$ cat config.mk
export PLATFORM = sky130hd
export DESIGN_NAME = ecp5pll_phase_ctrl
export DESIGN_NICKNAME = d
export VERILOG_FILES = /design/src/rtl/ecp5pll_pkg.sv /design/src/rtl/ecp5pll_phase_timer.sv /design/src/rtl/ecp5pll_phase_ctrl.sv
export SDC_FILE = /design/constraint.sdc
export NUM_CORES = 1
export LEC_CHECK = 0
export CORE_MARGIN = 4
export CORE_UTILIZATION = 51
export DETAILED_ROUTE_END_ITERATION = 8
export HOLD_SLACK_MARGIN = 0.02
export PLACE_DENSITY = 0.74
export SYNTH_ARGS = -nofsm -noshare
export SYNTH_HDL_FRONTEND = slang
export SYNTH_HIERARCHICAL = 1
export SYNTH_SLANG_ARGS = --single-unit
$ cat constraint.sdc
create_clock -name clk_i -period 4.15 [get_ports clk_i]
set_input_delay 0.83 -clock clk_i [delete_from_list [all_inputs] [get_ports clk_i]]
set_output_delay 0.83 -clock clk_i [all_outputs]
set_load 0.02 [all_outputs]
$ cat src/rtl/ecp5pll_pkg.sv
// Shared types and constants for the ECP5 PLL dynamic phase-shift sequencer.
package ecp5pll_pkg;

    typedef enum logic [2:0] {
        WAIT_LOCK,
        IDLE,
        SETUP,
        PULSE,
        GAP,
        DONE
    } state_t;

    localparam logic DIR_DELAY   = 1'b0;
    localparam logic DIR_ADVANCE = 1'b1;

    localparam int N_OUT = 4;
    localparam int TMR_W = 16;

endpackage

$ cat src/rtl/ecp5pll_phase_timer.sv
// Loadable down-counter shared by the lock-qualify, setup, pulse and gap intervals.
module ecp5pll_phase_timer #(
    parameter int           W         = 16,
    parameter logic [W-1:0] RESET_VAL = '0
) (
    input  logic         clk,
    input  logic         rstn,
    input  logic         load,
    input  logic [W-1:0] load_val,
    output logic         expired
);

    logic [W-1:0] cnt_reg;

    always_ff @(posedge clk or negedge rstn) begin
        if (!rstn) begin
            cnt_reg <= RESET_VAL;
        end else if (load) begin
            cnt_reg <= load_val;
        end else if (cnt_reg != '0) begin
            cnt_reg <= cnt_reg - W'(1);
        end
    end

    assign expired = (cnt_reg == '0);

endmodule

$ cat src/rtl/ecp5pll_phase_ctrl.sv
// Sequences PHASESEL/PHASEDIR/PHASESTEP for shift requests, gated on PLL lock,
// and tracks a cumulative phase position per PLL output.
module ecp5pll_phase_ctrl
    import ecp5pll_pkg::*;
#(
    parameter int SETUP_CYC = 4,
    parameter int PULSE_CYC = 4,
    parameter int GAP_CYC   = 8,
    parameter int LOCK_CYC  = 16,
    parameter int STEPS_W   = 8,
    parameter int POS_W     = 8
) (
    input  logic                   clk_i,
    input  logic                   rstn_i,
    input  logic                   pll_locked_i,
    input  logic                   req_valid_i,
    output logic                   req_ready_o,
    input  logic [1:0]             req_sel_i,
    input  logic                   req_dir_i,
    input  logic [STEPS_W-1:0]     req_steps_i,
    output logic [1:0]             phasesel_o,
    output logic                   phasedir_o,
    output logic                   phasestep_o,
    output logic                   busy_o,
    output logic                   done_o,
    output logic                   err_o,
    output logic [N_OUT*POS_W-1:0] pos_o
);

    state_t             state_reg;
    logic [1:0]         sel_reg;
    logic               dir_reg;
    logic [STEPS_W-1:0] steps_reg;
    logic               step_reg;
    logic               busy_reg;
    logic               done_reg;
    logic               err_reg;
    logic               ready_reg;

    logic               tmr_load;
    logic [TMR_W-1:0]   tmr_val;
    logic               tmr_expired;

    logic               lock_lost;
    logic               accept;
    logic               gap_exit;

    assign lock_lost = (state_reg != WAIT_LOCK) && !pll_locked_i;
    assign accept    = (state_reg == IDLE) && req_valid_i && pll_locked_i;
    assign gap_exit  = (state_reg == GAP) && tmr_expired && pll_locked_i;

    // A timer holding LOCK_CYC means zero qualified lock cycles so far.
    ecp5pll_phase_timer #(
        .W         (TMR_W),
        .RESET_VAL (TMR_W'(LOCK_CYC))
    ) u_timer (
        .clk      (clk_i),
        .rstn     (rstn_i),
        .load     (tmr_load),
        .load_val (tmr_val),
        .expired  (tmr_expired)
    );

    always_comb begin
        tmr_load = 1'b0;
        tmr_val  = '0;
        if (!pll_locked_i) begin
            tmr_load = 1'b1;
            tmr_val  = TMR_W'(LOCK_CYC);
        end else begin
            case (state_reg)
                IDLE: if (accept) begin
                    tmr_load = 1'b1;
                    tmr_val  = TMR_W'(SETUP_CYC - 1);
                end
                SETUP: if (tmr_expired) begin
                    tmr_load = 1'b1;
                    tmr_val  = TMR_W'(PULSE_CYC - 1);
                end
                PULSE: if (tmr_expired) begin
                    tmr_load = 1'b1;
                    tmr_val  = TMR_W'(GAP_CYC - 1);
                end
                GAP: if (tmr_expired) begin
                    tmr_load = 1'b1;
                    tmr_val  = TMR_W'(PULSE_CYC - 1);
                end
                default: ;
            endcase
        end
    end

    always_ff @(posedge clk_i or negedge rstn_i) begin
        if (!rstn_i) begin
            state_reg <= WAIT_LOCK;
            sel_reg   <= '0;
            dir_reg   <= DIR_DELAY;
            steps_reg <= '0;
            step_reg  <= 1'b0;
            busy_reg  <= 1'b0;
            done_reg  <= 1'b0;
            err_reg   <= 1'b0;
            ready_reg <= 1'b0;
        end else begin
            done_reg <= 1'b0;
            if (lock_lost) begin
                state_reg <= WAIT_LOCK;
                step_reg  <= 1'b0;
                busy_reg  <= 1'b0;
                ready_reg <= 1'b0;
                if (state_reg != IDLE) begin
                    err_reg <= 1'b1;
                end
            end else begin
                case (state_reg)
                    WAIT_LOCK: if (pll_locked_i && tmr_expired) begin
                        state_reg <= IDLE;
                        ready_reg <= 1'b1;
                    end
                    IDLE: if (accept) begin
                        sel_reg   <= req_sel_i;
                        dir_reg   <= req_dir_i;
                        steps_reg <= req_steps_i;
                        err_reg   <= 1'b0;
                        busy_reg  <= 1'b1;
                        ready_reg <= 1'b0;
                        if (req_steps_i != '0) begin
                            state_reg <= SETUP;
                        end else begin
                            state_reg <= DONE;
                            done_reg  <= 1'b1;
                        end
                    end
                    SETUP: if (tmr_expired) begin
                        state_reg <= PULSE;
                        step_reg  <= 1'b1;
                    end
                    PULSE: if (tmr_expired) begin
                        state_reg <= GAP;
                        step_reg  <= 1'b0;
                    end
                    GAP: if (tmr_expired) begin
                        steps_reg <= steps_reg - STEPS_W'(1);
                        if (steps_reg == STEPS_W'(1)) begin
                            state_reg <= DONE;
                            done_reg  <= 1'b1;
                        end else begin
                            state_reg <= PULSE;
                            step_reg  <= 1'b1;
                        end
                    end
                    DONE: begin
                        state_reg <= IDLE;
                        busy_reg  <= 1'b0;
                        ready_reg <= 1'b1;
                    end
                    default: state_reg <= WAIT_LOCK;
                endcase
            end
        end
    end

    // A step only counts once its gap has fully elapsed under lock.
    genvar gi;
    generate
        for (gi = 0; gi < N_OUT; gi++) begin : g_pos
            logic [POS_W-1:0] pos_reg;
            always_ff @(posedge clk_i or negedge rstn_i) begin
                if (!rstn_i) begin
                    pos_reg <= '0;
                end else if (gap_exit && (sel_reg == 2'(gi))) begin
                    pos_reg <= (dir_reg == DIR_DELAY) ? pos_reg + POS_W'(1)
                                                      : pos_reg - POS_W'(1);
                end
            end
            assign pos_o[gi*POS_W +: POS_W] = pos_reg;
        end
    endgenerate

    assign req_ready_o = ready_reg;
    assign phasesel_o  = sel_reg;
    assign phasedir_o  = dir_reg;
    assign phasestep_o = step_reg;
    assign busy_o      = busy_reg;
    assign done_o      = done_reg;
    assign err_o       = err_reg;

endmodule

==> impl_metrics.tcl, run 1 <==
set metrics [dict create \
    critPathKind "reg2reg" \
    slew_headroom 0.416 \
    grt_pass1_wl_mm 17.7 \
    wire_per_inst_um 15.3 \
    crit_slowest_cell "or4_1" \
    clkTransAtPathRegs_ns 0.07 \
    synthXorXnorAreaFrac 0.0523 \
    die_w_um 102 \
    critPathArrivalTime_ns 3.67 \
    synth_compound_area_frac 0.253 \
    worstPathMaxFanout 15 \
    grt_pass1_vias 3854 \
    overflow 0 \
    synthAdderAreaFrac 0.0952 \
    fillers 752 \
    dieHeight_um 102 \
    drt_iter0_drc 110 \
    antenna_found_initial 0 \
    dr.pass1.iters 5 \
    root_buffer "clkbuf_8" \
    cts-hold-fix-buffers 0 \
    finalCriticalPeriod_ns 3.39 \
    critPathRequiredTime_ns 4.43 \
    dr_total_vias 4022 \
    drv_slew 0 \
    dpl_cell_area_um2 5190 \
    io_buffers 54 \
    worstHoldPathType "reg2reg" \
    path_cells "inv_1 > ha_1 > nor4b_4 > and4_1 > buf_4 > nand2_1 > or4_1 > or4_1 > o311a_1 > nand2_1" \
    fin_area_um2 5380 \
    final_nets 614 \
    clk_latency_ns 0.35 \
    post_cts_buffers 0 \
    tns_ns 0 \
    h-tree-depth 3 \
    rows 34 \
    final_common_cell "dfrtp_1" \
    gp_congestion 0.948 \
    max_stage_delay_ns 0.76 \
    cts_num_sinks 67 \
    fin_cells 680 \
    setup_viol 0 \
    drc 0 \
    grt_max_degree 68 \
    synth_top_area_cell "dfrtp_1" \
    cts_buffers 9 \
    critPathCaptureType "flip-flop" \
    ctsLongestPathBuffers 2 \
    final_util 0.620 \
    max_freq_mhz 295 \
    drive_above_1_share 0.0594 \
    synth_area_um2 4520 \
    postSynthCellCount 506 \
    ctsResizeCount 0 \
    leakage_nw 2.34 \
    synthArstFlopShare 1.00 \
    wirelength_mm 10.4 \
    drv_cap 0 \
    synth.area.mux_share 0.00443 \
    antenna_cells 0 \
    area_delta_synth_final_pct 19.0 \
    yosys_warnings 6 \
    rsz0062_at_grt "no" \
    placeableCoreArea_um2 8680 \
    irDropWorstVdd_v 0.000333 \
    layout.cells.most_common_list "dfrtp_1 (66), nand2_1 (62), clkdlybuf4s50_1 (53)" \
    vias_per_cell 5.91 \
    postRouteAntennaNets 0 \
    grt.total_usage 0.210 \
    cts_tree "yes" \
    start_util 0.521 \
    status "complete, no violations" \
    synth_area_per_cell_um2 8.94 \
    synth.ff_latch_count 67 \
    finalCritPeriodShare 0.817 \
    powerDensity_nw_per_um2 484 \
    ioPinCount 55 \
    hold_violations 0 \
    post-place-cells 664 \
    yosysTopAreaCellShare 0.365 \
    synth_edf_count 0 \
    dieArea_um2 10400 \
    fin_worst_skew_ns 0.0118 \
    synth_top_family_by_area "compound AO/OA/AOI/OAI gates" \
    dp_hpwl_mm 7.57 \
    ys_seq_area_frac 0.371 \
    synth_area_leaders "dfrtp_1 (37%), ha_1 (7.7%), nand2_1 (5.1%)" \
    yosys.area_share.simple 0.190 \
    cp-start-kind "flip-flop" \
    largest_reg_flops 32 \
    tightest_slew_ns 0.873 \
    ys.flop_type "dfrtp_1" \
    ys_types 71 \
]
cell type report:
cell class / instances / area [µm²] / share of cell area
clock inverters: 5 / 52.6 / 0.00976
flip-flops and latches: 67 / 1680 / 0.312
well taps: 108 / 135 / 0.0251
multi-input cells: 411 / 2740 / 0.508
clock buffers: 11 / 141 / 0.0263
repair buffers: 58 / 566 / 0.105
inverters: 20 / 75.1 / 0.0139
cell usage after synthesis, types with 7 or more instances:
cell type	count
xor2_1	13
nor2_1	34
nor4_1	8
xnor2_1	14
a21oi_1	31
a22o_1	7
a21o_1	10
o21ai_1	25
dfrtp_1	66
a211oi_1	12
o31ai_1	9
nand2_1	62
ha_1	28
nor3_1	15
o21a_1	9
nand3_1	8
inv_1	18
o21ai_0	21
clkbuf_1	17
metal layers:
layer,global-route usage,routed length [µm]
met2,0.342,4860
met3,0.0321,558
met4,0.0838,162
met1,0.283,4800
met5,0,0
where the power goes:
part,internal (mW),switching (mW),leakage (nW),total [mW]
Sequential,0.770,0.187,0.857,0.957
Clock,0.291,0.253,0.0991,0.544
Combinational,0.469,0.639,1.38,1.11
Total,1.53,1.08,2.34,2.61
through the flow:
| stage | setup WS [ns] | power (mW) | hold slack, ns |
|---|---|---|---|
| after global placement | 0.752 | 2.04 | 0.461 |
| final | 0.758 | 2.61 | 0.471 |
| after global routing | 0.530 | 2.81 | 0.479 |
| after CTS | 0.757 | 2.62 | 0.478 |
| after detailed placement | 0.580 | 2.06 | 0.469 |
| after floorplan | 1.25 | 1.77 | 0.479 |
logic make-up after synthesis:
logic type | count (synthesis)
mux | 2
flops | 67
other cells | 1
buf+inv | 39
xor+xnor | 27
compound gates | 171
simple gates | 167
fa+ha+maj | 32
critical path: cells and delay by family, from the launching register on:
family,cells,cell delay (ns)
and+or+nand+nor,6,2.27
DFF,1,0.42
buffers and inverters,2,0.29
adders and majority gates,1,0.22
AOI/OAI and AO/OA,1,0.12
worst paths after layout:
kind	from	slack (ns)	cells after the start	end
max reg2reg	u_timer/cnt_reg[0]	0.76	10	g_pos[0].pos_reg[7]
min reg2reg	g_pos[1].pos_reg[7]	0.47	1	g_pos[1].pos_reg[7]
min in group asynchronous	rstn_i	0.66	2	g_pos[3].pos_reg[1]
max in group asynchronous	rstn_i	2.92	2	u_timer/cnt_reg[12]
min	g_pos[1].pos_reg[7]	0.47	1	g_pos[1].pos_reg[7]
max	u_timer/cnt_reg[0]	0.76	10	g_pos[0].pos_reg[7]
Power figures use the tool's default switching activity.
==> inputs of run 2 (changes only) <==
clock period = 3.2 ns   (was 4.15 ns; I/O delays follow)
==> run 2 against run 1 <==
Hold slack got worse by 0.23 ns. Clock power rose by 60%. Cell count rose by 1.5%. Sequential share of layout area fell by 0.69 points. Non-clock buffer count rose by 10. Largest power group unchanged. Highest routed layer unchanged.
==> impl_metrics.tcl, run 2 (synthesis gave the netlist of run 1 again) <==
set metrics [dict create \
    post-place-cells 674 \
    grt_max_degree 28 \
    antenna_found_initial 0 \
    drv_slew 0 \
    p_int_mw 2.18 \
    powerDensity_nw_per_um2 653 \
    drt_iter0_drc 125 \
    setup_viol 0 \
    ctsResizeCount 0 \
    tns_ns 0 \
    h-tree-depth 3 \
    clkTransAtPathRegs_ns 0.08 \
    total_power_mw 3.60 \
    dp_hpwl_mm 7.85 \
    fin_cells 690 \
    final_common_cell "dfrtp_1" \
    p_seq_frac 0.341 \
    drive_above_1_share 0.0756 \
    grt_pass1_wl_mm 18.1 \
    fin_worst_skew_ns 0.0133 \
    critPathCaptureType "flip-flop" \
    placeableCoreArea_um2 8680 \
    clockPowerShare 0.243 \
    gp_congestion 0.962 \
    swShare 0.394 \
    final_nets 624 \
    rsz0062_at_grt "no" \
    vias_per_cell 5.85 \
    rows 34 \
    finalCriticalPeriod_ns 2.75 \
    ctsLongestPathBuffers 2 \
    leakage_nw 2.41 \
    io_buffers 54 \
    dieArea_um2 10400 \
    finalCritPeriodShare 0.859 \
    overflow 0 \
    wirelength_mm 10.6 \
    cts_num_sinks 67 \
    tightest_slew_ns 0.683 \
    status "complete, no violations" \
    max_freq_mhz 364 \
    grt.total_usage 0.218 \
    die_w_um 102 \
    hold_violations 0 \
    cts_buffers 9 \
    cts-hold-fix-buffers 0 \
    root_buffer "clkbuf_8" \
    p_switching_mw 1.42 \
    worstPathMaxFanout 23 \
    cts_tree "yes" \
    largest_reg_flops 32 \
    grt_pass1_vias 3869 \
    area_delta_synth_final_pct 21.7 \
    antenna_cells 0 \
    finalWorstSetupSlack_ns 0.453 \
    drv_cap 0 \
    combPwrFrac 0.417 \
    fillers 735 \
    critPathArrivalTime_ns 2.98 \
    dieHeight_um 102 \
    layout.cells.most_common_list "dfrtp_1 (66), nand2_1 (62), clkdlybuf4s50_1 (53)" \
    worstHoldPathType "in2async" \
    critPathKind "reg2reg" \
    dr.pass1.iters 5 \
    post-place-ws_ns 0.464 \
    irDropWorstVdd_v 0.000388 \
    start_util 0.521 \
    ioPinCount 55 \
    drc 0 \
    cp-start-kind "flip-flop" \
    postRouteAntennaNets 0 \
    critPathRequiredTime_ns 3.43 \
    slew_headroom 0.540 \
    dr_total_vias 4038 \
    post_cts_buffers 0 \
    clk_latency_ns 0.36 \
    wire_per_inst_um 15.3 \
]
==> run 2: layout make-up <==
| class | instances | area, µm² | area share |
|---|---|---|---|
| clock buffer | 11 | 141 | 0.0257 |
| clock inverter | 5 | 100 | 0.0182 |
| inverter | 20 | 75.1 | 0.0136 |
| multi-input combinational | 411 | 2740 | 0.497 |
| sequential | 67 | 1680 | 0.305 |
| tap | 108 | 135 | 0.0245 |
| timing repair buffer | 68 | 641 | 0.116 |
==> run 2: power by group through the flow <==
stage	Sequential (mW)	Clock (mW)	Combinational, mW
4_1_cts	1.22	0.883	1.49
3_3_place_gp	1.23	0	1.44
5_1_grt	1.26	0.929	1.67
2_1_floorplan	1.24	0	1.06
6_report	1.23	0.872	1.50
3_5_place_dp	1.24	0	1.48
==> run 2: routing by layer <==
metal,track usage,vias to the layer above,part of all wire
met2,0.353,90,0.48
met3,0.0334,13,0.041
met4,0.0878,0,0.016
met1,0.293,1931,0.46
li1,-,2004,-
met5,0,-,0
==> run 2: stage by stage <==
| stage | hold slack [ns] | util | cell area (µm²) |
|---|---|---|---|
| after floorplan | 0.344 | - | 4560 |
| after global placement | 0.461 | 0.607 | 5270 |
| after detailed placement | 0.465 | 0.607 | 5270 |
| after CTS | 0.247 | 0.635 | 5510 |
| after global routing | 0.264 | 0.635 | 5510 |
| final | 0.240 | 0.635 | 5510 |
==> run 2: final timing paths <==
check	startpoint	endpoint	slack, ns	depth (start not counted)
worst max-delay path	u_timer/cnt_reg[0]	u_timer/cnt_reg[7]	0.45	12
worst min-delay path	rstn_i	g_pos[1].pos_reg[2]	0.24	1
worst max register to register	u_timer/cnt_reg[0]	u_timer/cnt_reg[7]	0.45	12
worst min register to register	g_pos[3].pos_reg[7]	g_pos[3].pos_reg[7]	0.47	1
max in group asynchronous	rstn_i	u_timer/cnt_reg[4]	2.18	2
min in group clk_i	g_pos[3].pos_reg[7]	g_pos[3].pos_reg[7]	0.47	1
==> run 2: worst max-delay path, cell delays in order, from the launching register on <==
cell,delay [ns]
dfrtp_1,0.42
inv_1,0.11
ha_1,0.24
nor4b_4,0.23
and4_1,0.24
buf_4,0.19
inv_1,0.09
a21oi_1,0.28
nor2_1,0.10
nand2_1,0.15
buf_4,0.27
nor2_1,0.11
a22o_1,0.20
==> variant 1: new RTL, config.mk and constraints of run 1 <==
Register the output `err_o` once more, with the module's reset; this adds one clock of latency there. The other outputs are not delayed to match.
--- a/src/rtl/ecp5pll_phase_ctrl.sv
+++ b/src/rtl/ecp5pll_phase_ctrl.sv
@@ -183,7 +183,13 @@
     assign phasestep_o = step_reg;
     assign busy_o      = busy_reg;
     assign done_o      = done_reg;
-    assign err_o       = err_reg;
+    always_ff @(posedge clk_i or negedge rstn_i) begin
+        if (!rstn_i) begin
+            err_o <= '0;
+        end else begin
+            err_o <= err_reg;
+        end
+    end
 
 endmodule
 
Behaviour: no difference found for any inputs over 10 cycles, from zero or initial values and one cycle with rstn_i low; that may be too few to reach the edited logic, so the function may still have changed.
==> variant 1 against run 1 <==
  * Design area increased by 0.74%
  * Sequential cell count increased by 1
  * Wire length increased by 1.0%
  * Highest routed layer unchanged
  * Final cell count increased by 0.15%
  * Worst setup slack got worse by 0.055 ns
  * Global-route usage increased by 0.19 points
  * Largest cell class unchanged
  * Sequential share of layout area increased by 0.23 points
  * Total power increased by 2.4%
  * Die area increased by 0.51%
  * Synthesized cell count increased by 0.20%
  * Clock skew increased by 0.0048 ns
  * Area after synthesis increased by 0.55%
==> variant 1: results (changes against run 1) <==
| Metric | Value |
|---|---|
| Initial drt markers | 133 (was 110) |
| I/O Buffers | 54 (unchanged) |
| Worst Tran Pin Value | 0.834 ns (was 0.873 ns) |
| CTS Buffer Depth | 2 (unchanged) |
| Gpl congestion | 0.912 (was 0.948) |
| Number of flip-flops in the largest register | 32 (unchanged) |
| Filler cells | 752 (unchanged) |
| Final setup fails | 0 (unchanged) |
| Pre-Repair DR Iteration Count | 4 (was 5) |
| GRT met3 Usage | 0.0341 (was 0.0321) |
| Via/cell ratio | 5.86 (was 5.91) |
| Max incr delay on CP | 0.76 ns (about the same) |
| Max-slew violation count | 0 (unchanged) |
| Per-cell routed wire length | 15.4 um (was 15.3 um) |
| Met2 usage in global routing | 0.356 (was 0.342) |
| Vias in the first global route | 3862 (was 3854) |
| Dpl hpwl | 7.76 mm (was 7.57 mm) |
| Post-CTS Resized | 0 (unchanged) |
| Ys flop type | dfrtp_1 (unchanged) |
| Register area share after synthesis | 0.374 (was 0.371) |
| CTS Buf Count | 9 (unchanged) |
| Root buffer selected by CTS | clkbuf_8 (unchanged) |
| Worst-path clk slew | 0.09 ns (was 0.07 ns) |
| Fin nets | 615 (was 614) |
| Top cells by area, synth | dfrtp_1 37%, ha_1 7.7%, nand2_1 5.1%, a21oi_1 3.4%, nor2_1 2.8% (unchanged) |
| Setup ws final | 0.703 ns (was 0.758 ns) |
| Min-Delay Path Class | flop to flop (unchanged) |
| Status | finished clean (unchanged) |
| Initial antenna violation count | 0 (unchanged) |
| Yosys cell types | 71 (unchanged) |
| CP max-delay cell | or4_1 (unchanged) |
| Lkg Pwr | 2.35 nW (was 2.34 nW) |
| Synth warnings | 6 (unchanged) |
| Clock skew | 0.0166 ns (was 0.0118 ns) |
| Largest net degree at the start of global routing | 48 (was 68) |
| Dpl ws | 0.655 ns (was 0.580 ns) |
| Met1 Usage GRT | 0.285 (was 0.283) |
| Switching part of the total power | 0.420 (was 0.413) |
| H-tree levels | 3 (unchanged) |
| Worst EP arrival | 3.75 ns (was 3.67 ns) |
| Largest fanout on the critical path | 15 (unchanged) |
| First-pass GRT wire length | 17.9 mm (was 17.7 mm) |
| Max VDD drop | 0.288 mV (was 0.333 mV) |
| Total GRT Usage | 0.212 (was 0.210) |
| Synth cell count leaders | 67 x dfrtp_1, 62 x nand2_1, 34 x nor2_1 (was 66 x dfrtp_1, 62 x nand2_1, 34 x nor2_1) |
| Ys async rst share | 1.00 (unchanged) |
| Fraction of layout cells with a size suffix above 1 | 0.0611 (was 0.0594) |
## variant 1: cell count changes in the layout (fill, tap and decap cells not counted), sizes merged
| cell | before | now |
|---|---|---|
| clkinv | 3 | 1 |
| inv | 20 | 22 |
| clkbuf | 11 | 10 |
| clkinvlp | 1 | 2 |
| dfrtp | 66 | 67 |
## variant 1: path summary, 6_finish.rpt
kind	from	endpoint	cells after the start
setup / recovery	u_timer/cnt_reg[0]	g_pos[0].pos_reg[7]	10
hold / removal	err_reg	err_o	0
setup reg to reg	u_timer/cnt_reg[0]	g_pos[0].pos_reg[7]	10
hold reg to reg	err_reg	err_o	0
max in group asynchronous	rstn_i	g_pos[3].pos_reg[4]	2
min in group asynchronous	rstn_i	g_pos[3].pos_reg[0]	1
## variant 1: metrics by stage
stage | util | cell area [sq um] | instances | hold WS [ns] | power, mW
detailed placement | 0.601 | 5220 | 665 | 0.370 | 2.09
floorplan | - | 4590 | 518 | 0.354 | 1.78
finish | 0.625 | 5420 | 681 | 0.408 | 2.67
global route | 0.625 | 5420 | 681 | 0.426 | 2.87
CTS | 0.625 | 5420 | 681 | 0.419 | 2.68
global placement | 0.601 | 5220 | 665 | 0.386 | 2.05
## variant 1: power by group through the flow
stage	Clock, mW	Combinational (mW)	Sequential (mW)
2_1_floorplan	0	0.814	0.971
3_3_place_gp	0	1.04	1.00
3_5_place_dp	0	1.08	1.01
4_1_cts	0.599	1.08	0.998
5_1_grt	0.633	1.21	1.03
6_report	0.585	1.08	1.00
## variant 1: cells by family after synthesis
| logic type | Yosys count | share of synthesized area |
|---|---|---|
| buffers and inverters | 39 | 0.0330 |
| muxes | 2 | 0.00440 |
| adders and majority gates | 32 | 0.0946 |
| DFF | 68 | 0.374 |
| AOI/OAI and AO/OA | 171 | 0.252 |
| and+or+nand+nor | 167 | 0.189 |
| other | 1 | 0.000825 |
| xor gates and xnor gates | 27 | 0.0520 |
## variant 1: layout make-up
| type | instances | area (sq um) | area share |
|---|---|---|---|
| multi-input cells | 411 | 2740 | 0.504 |
| flip-flops and latches | 68 | 1700 | 0.314 |
| repair buffers | 58 | 566 | 0.104 |
| clock buffers | 10 | 138 | 0.0254 |
| well taps | 108 | 135 | 0.0249 |
| inverters | 20 | 75.1 | 0.0138 |
| clock inverters | 6 | 71.3 | 0.0131 |
## variant 1: per-layer routing
| metal | vias up | share of wire |
|---|---|---|
| li1 | 1992 | - |
| met1 | 1918 | 0.47 |
| met2 | 79 | 0.49 |
| met3 | 4 | 0.043 |
| met4 | 0 | 0.0034 |
| met5 | - | 0 |
## variant 1: worst max-delay path: cells and delay by family, from the launching register on
family	cells	cell delay [ns]
DFF	1	0.43
buffers and inverters	2	0.29
adders and majority gates	1	0.22
and+or+nand+nor	6	2.34
AOI/OAI and AO/OA	1	0.12
==> variant 2: new RTL, flow settings as in run 1 <==
Made on the original files. Set the parameter `STEPS_W` to 10 (it was 8).
--- a/src/rtl/ecp5pll_phase_ctrl.sv
+++ b/src/rtl/ecp5pll_phase_ctrl.sv
@@ -7,7 +7,7 @@
     parameter int PULSE_CYC = 4,
     parameter int GAP_CYC   = 8,
     parameter int LOCK_CYC  = 16,
-    parameter int STEPS_W   = 8,
+    parameter int STEPS_W   = 10,
     parameter int POS_W     = 8
 ) (
     input  logic                   clk_i,
Interface: changed (resized req_steps_i); port bits go from 55 to 57. The function was not compared with the original's and may differ.
==> variant 2 against run 1 <==
  * Wire length fell by 1.8%
  * Largest cell class unchanged
  * Die area rose by 2.7%
  * Total power fell by 14%
  * Worst setup slack improved by 0.032 ns
  * Critical endpoint is now g_pos[0].pos_reg[6]
  * Area after synthesis rose by 2.9%
  * Sequential share of layout area rose by 0.37 points
  * Largest power group is now sequential cells
  * Sequential cell count rose by 2
  * Design area rose by 1.8%
  * Clock skew fell by 0.0020 ns
==> variant 2: results (changes against run 1) <==
| Metric | Value |
|---|---|
| Final hold vios | 0 (unchanged) |
| Initial drt markers | 129 (was 110) |
| Per-cell routed wire length | 14.5 um (was 15.3 um) |
| Largest net degree at the start of global routing | 55 (was 68) |
| Post-CTS Resized | 0 (unchanged) |
| Fin nets | 637 (was 614) |
| Total GRT Usage | 0.196 (was 0.210) |
| WL met2 | 4.74 mm (was 4.86 mm) |
| Post-CTS setup-driven buffer insertion count | 0 (unchanged) |
| CTS Buf Count | 9 (unchanged) |
| Number of diodes | 0 (unchanged) |
| Initial antenna violation count | 0 (unchanged) |
| Gpl congestion | 0.951 (was 0.948) |
| CTS Buffer Depth | 2 (unchanged) |
| Clock skew | 0.00984 ns (was 0.0118 ns) |
| I/O Buffers | 56 (was 54) |
| Most common cell after layout, fill and taps aside | dfrtp_1 (unchanged) |
| Startpoint types | flop (unchanged) |
| Top cells by area, synth | dfrtp_1 37%, ha_1 7.5%, o21ai_0 7.2%, nand2_1 3.6%, a21oi_1 3.5% (was dfrtp_1 37%, ha_1 7.7%, nand2_1 5.1%, a21oi_1 3.4%, nor2_1 2.8%) |
| Synth cell count leaders | 68 x dfrtp_1, 67 x o21ai_0, 45 x nand2_1 (was 66 x dfrtp_1, 62 x nand2_1, 34 x nor2_1) |
| Vias in the first global route | 3823 (was 3854) |
| Register area share after synthesis | 0.371 (about the same) |
| Largest fanout on the critical path | 18 (was 15) |
| Fraction of layout cells with a size suffix above 1 | 0.0556 (was 0.0594) |
| Pre-Repair DR Iteration Count | 4 (was 5) |
| Lkg Pwr | 2.33 nW (was 2.34 nW) |
| Worst reg-to-reg path cell count | 9 (was 10) |
| Yosys cell types | 59 (was 71) |
| Dpl hpwl | 7.61 mm (was 7.57 mm) |
| Crit path to | g_pos[0].pos_reg[6] (was g_pos[0].pos_reg[7]) |
| Filler cells | 789 (was 752) |
| Max Used Layer | met4 (unchanged) |
| Min-Delay Path Class | primary input to asynchronous set/reset pin (was flop to flop) |
| H-tree levels | 3 (unchanged) |
| Number of flip-flops in the largest register | 32 (unchanged) |
| Worst EP arrival | 3.64 ns (was 3.67 ns) |
| R2R setup slack | 0.79 ns (was 0.76 ns) |
| Met3 Wirelength | 478 um (was 558 um) |
| Max VDD drop | 0.244 mV (was 0.333 mV) |
| First-pass GRT wire length | 17.8 mm (was 17.7 mm) |
| Clk Latency, worst-skew pair | about 0.34 ns |
| Ys async rst share | 1.00 (unchanged) |
| Net Sw Power | 887 uW (was 1.08 mW) |
| Root buffer selected by CTS | clkbuf_8 (unchanged) |
| Status | finished clean (unchanged) |
| Max-Slew Margin vs Limit | 0.539 (was 0.416) |
| Max incr delay on CP | 0.78 ns (was 0.76 ns) |
| Detailed-route via count | 4015 (was 4022) |
| RR Startpoint | u_timer/cnt_reg[0] (unchanged) |
| Worst-path clk slew | 0.07 ns (about the same) |
| Met1 Wirelength | 4.85 mm (was 4.80 mm) |
| Synth warnings | 6 (unchanged) |
| CP max-delay cell | or4_1 (unchanged) |
[variant 2: cell count changes in the layout (fill, tap and decap cells not counted), sizes merged, moves of 7 or more]
cell,change
o21ai,+24
nand3,+9
inv,+8
or4,+7
nor3b,+8
nand2,-17
[variant 2: area by class of cell]
cell class | instances | area share
multi-input cells | 416 | 0.502
flip-flops and latches | 69 | 0.315
repair buffers | 62 | 0.110
clock buffers | 14 | 0.0260
well taps | 108 | 0.0247
inverters | 30 | 0.0205
clock inverters | 2 | 0.00183
[variant 2: power by group through the flow]
| stage | combinational, mW | sequential, mW | clock (mW) |
|---|---|---|---|
| 6_report | 0.851 | 0.945 | 0.458 |
| 5_1_grt | 0.965 | 0.966 | 0.506 |
| 4_1_cts | 0.851 | 0.940 | 0.474 |
| 3_5_place_dp | 0.848 | 0.949 | 0 |
| 3_3_place_gp | 0.819 | 0.946 | 0 |
| 2_1_floorplan | 0.605 | 0.947 | 0 |
[variant 2: cells by family (layout without fill, tap and decap cells)]
family	after synthesis	count (layout)	share of synthesized area
AO/OA/AOI/OAI	165	165	0.214
XOR/XNOR	29	29	0.0546
adder cells (fa/ha/maj)	32	32	0.0925
buffers and inverters	51	108	0.0465
flip-flops	69	69	0.371
multiplexers	9	9	0.0207
other	1	12	0.000806
AND/OR/NAND/NOR	169	169	0.200
[variant 2: worst min-delay path by stage]
stage	from	to	slack [ns]
CTS	rstn_i	g_pos[1].pos_reg[4]	0.39
global placement	g_pos[3].pos_reg[7]	g_pos[3].pos_reg[7]	0.46
detailed placement	g_pos[3].pos_reg[7]	g_pos[3].pos_reg[7]	0.45
finish	rstn_i	g_pos[1].pos_reg[4]	0.38
global route	rstn_i	g_pos[1].pos_reg[5]	0.40
floorplan	steps_reg[7]	steps_reg[7]	0.47
[variant 2: worst max-delay path, delay by kind of cell (launching register included)]
family | cells | cell delay [ns]
DFF | 1 | 0.41
adders and majority gates | 1 | 0.18
and+or+nand+nor | 7 | 2.61
buffers and inverters | 1 | 0.10
[variant 2: stage by stage]
step,util,cell area (sq um),instances,power [mW],worst slack [ns]
4_1_cts,0.622,5480,701,2.27,0.815
2_1_floorplan,-,4700,536,1.55,0.993
5_1_grt,0.622,5480,701,2.44,0.638
3_5_place_dp,0.605,5330,685,1.80,0.799
3_3_place_gp,0.605,5330,685,1.77,0.865
6_report,0.622,5480,701,2.25,0.790
[variant 2: metal layers]
metal | GRT usage | vias up
li1 | - | 2023
met2 | 0.316 | 100
met4 | 0.0693 | 0
met3 | 0.0454 | 12
met1 | 0.259 | 1880
met5 | 0 | -
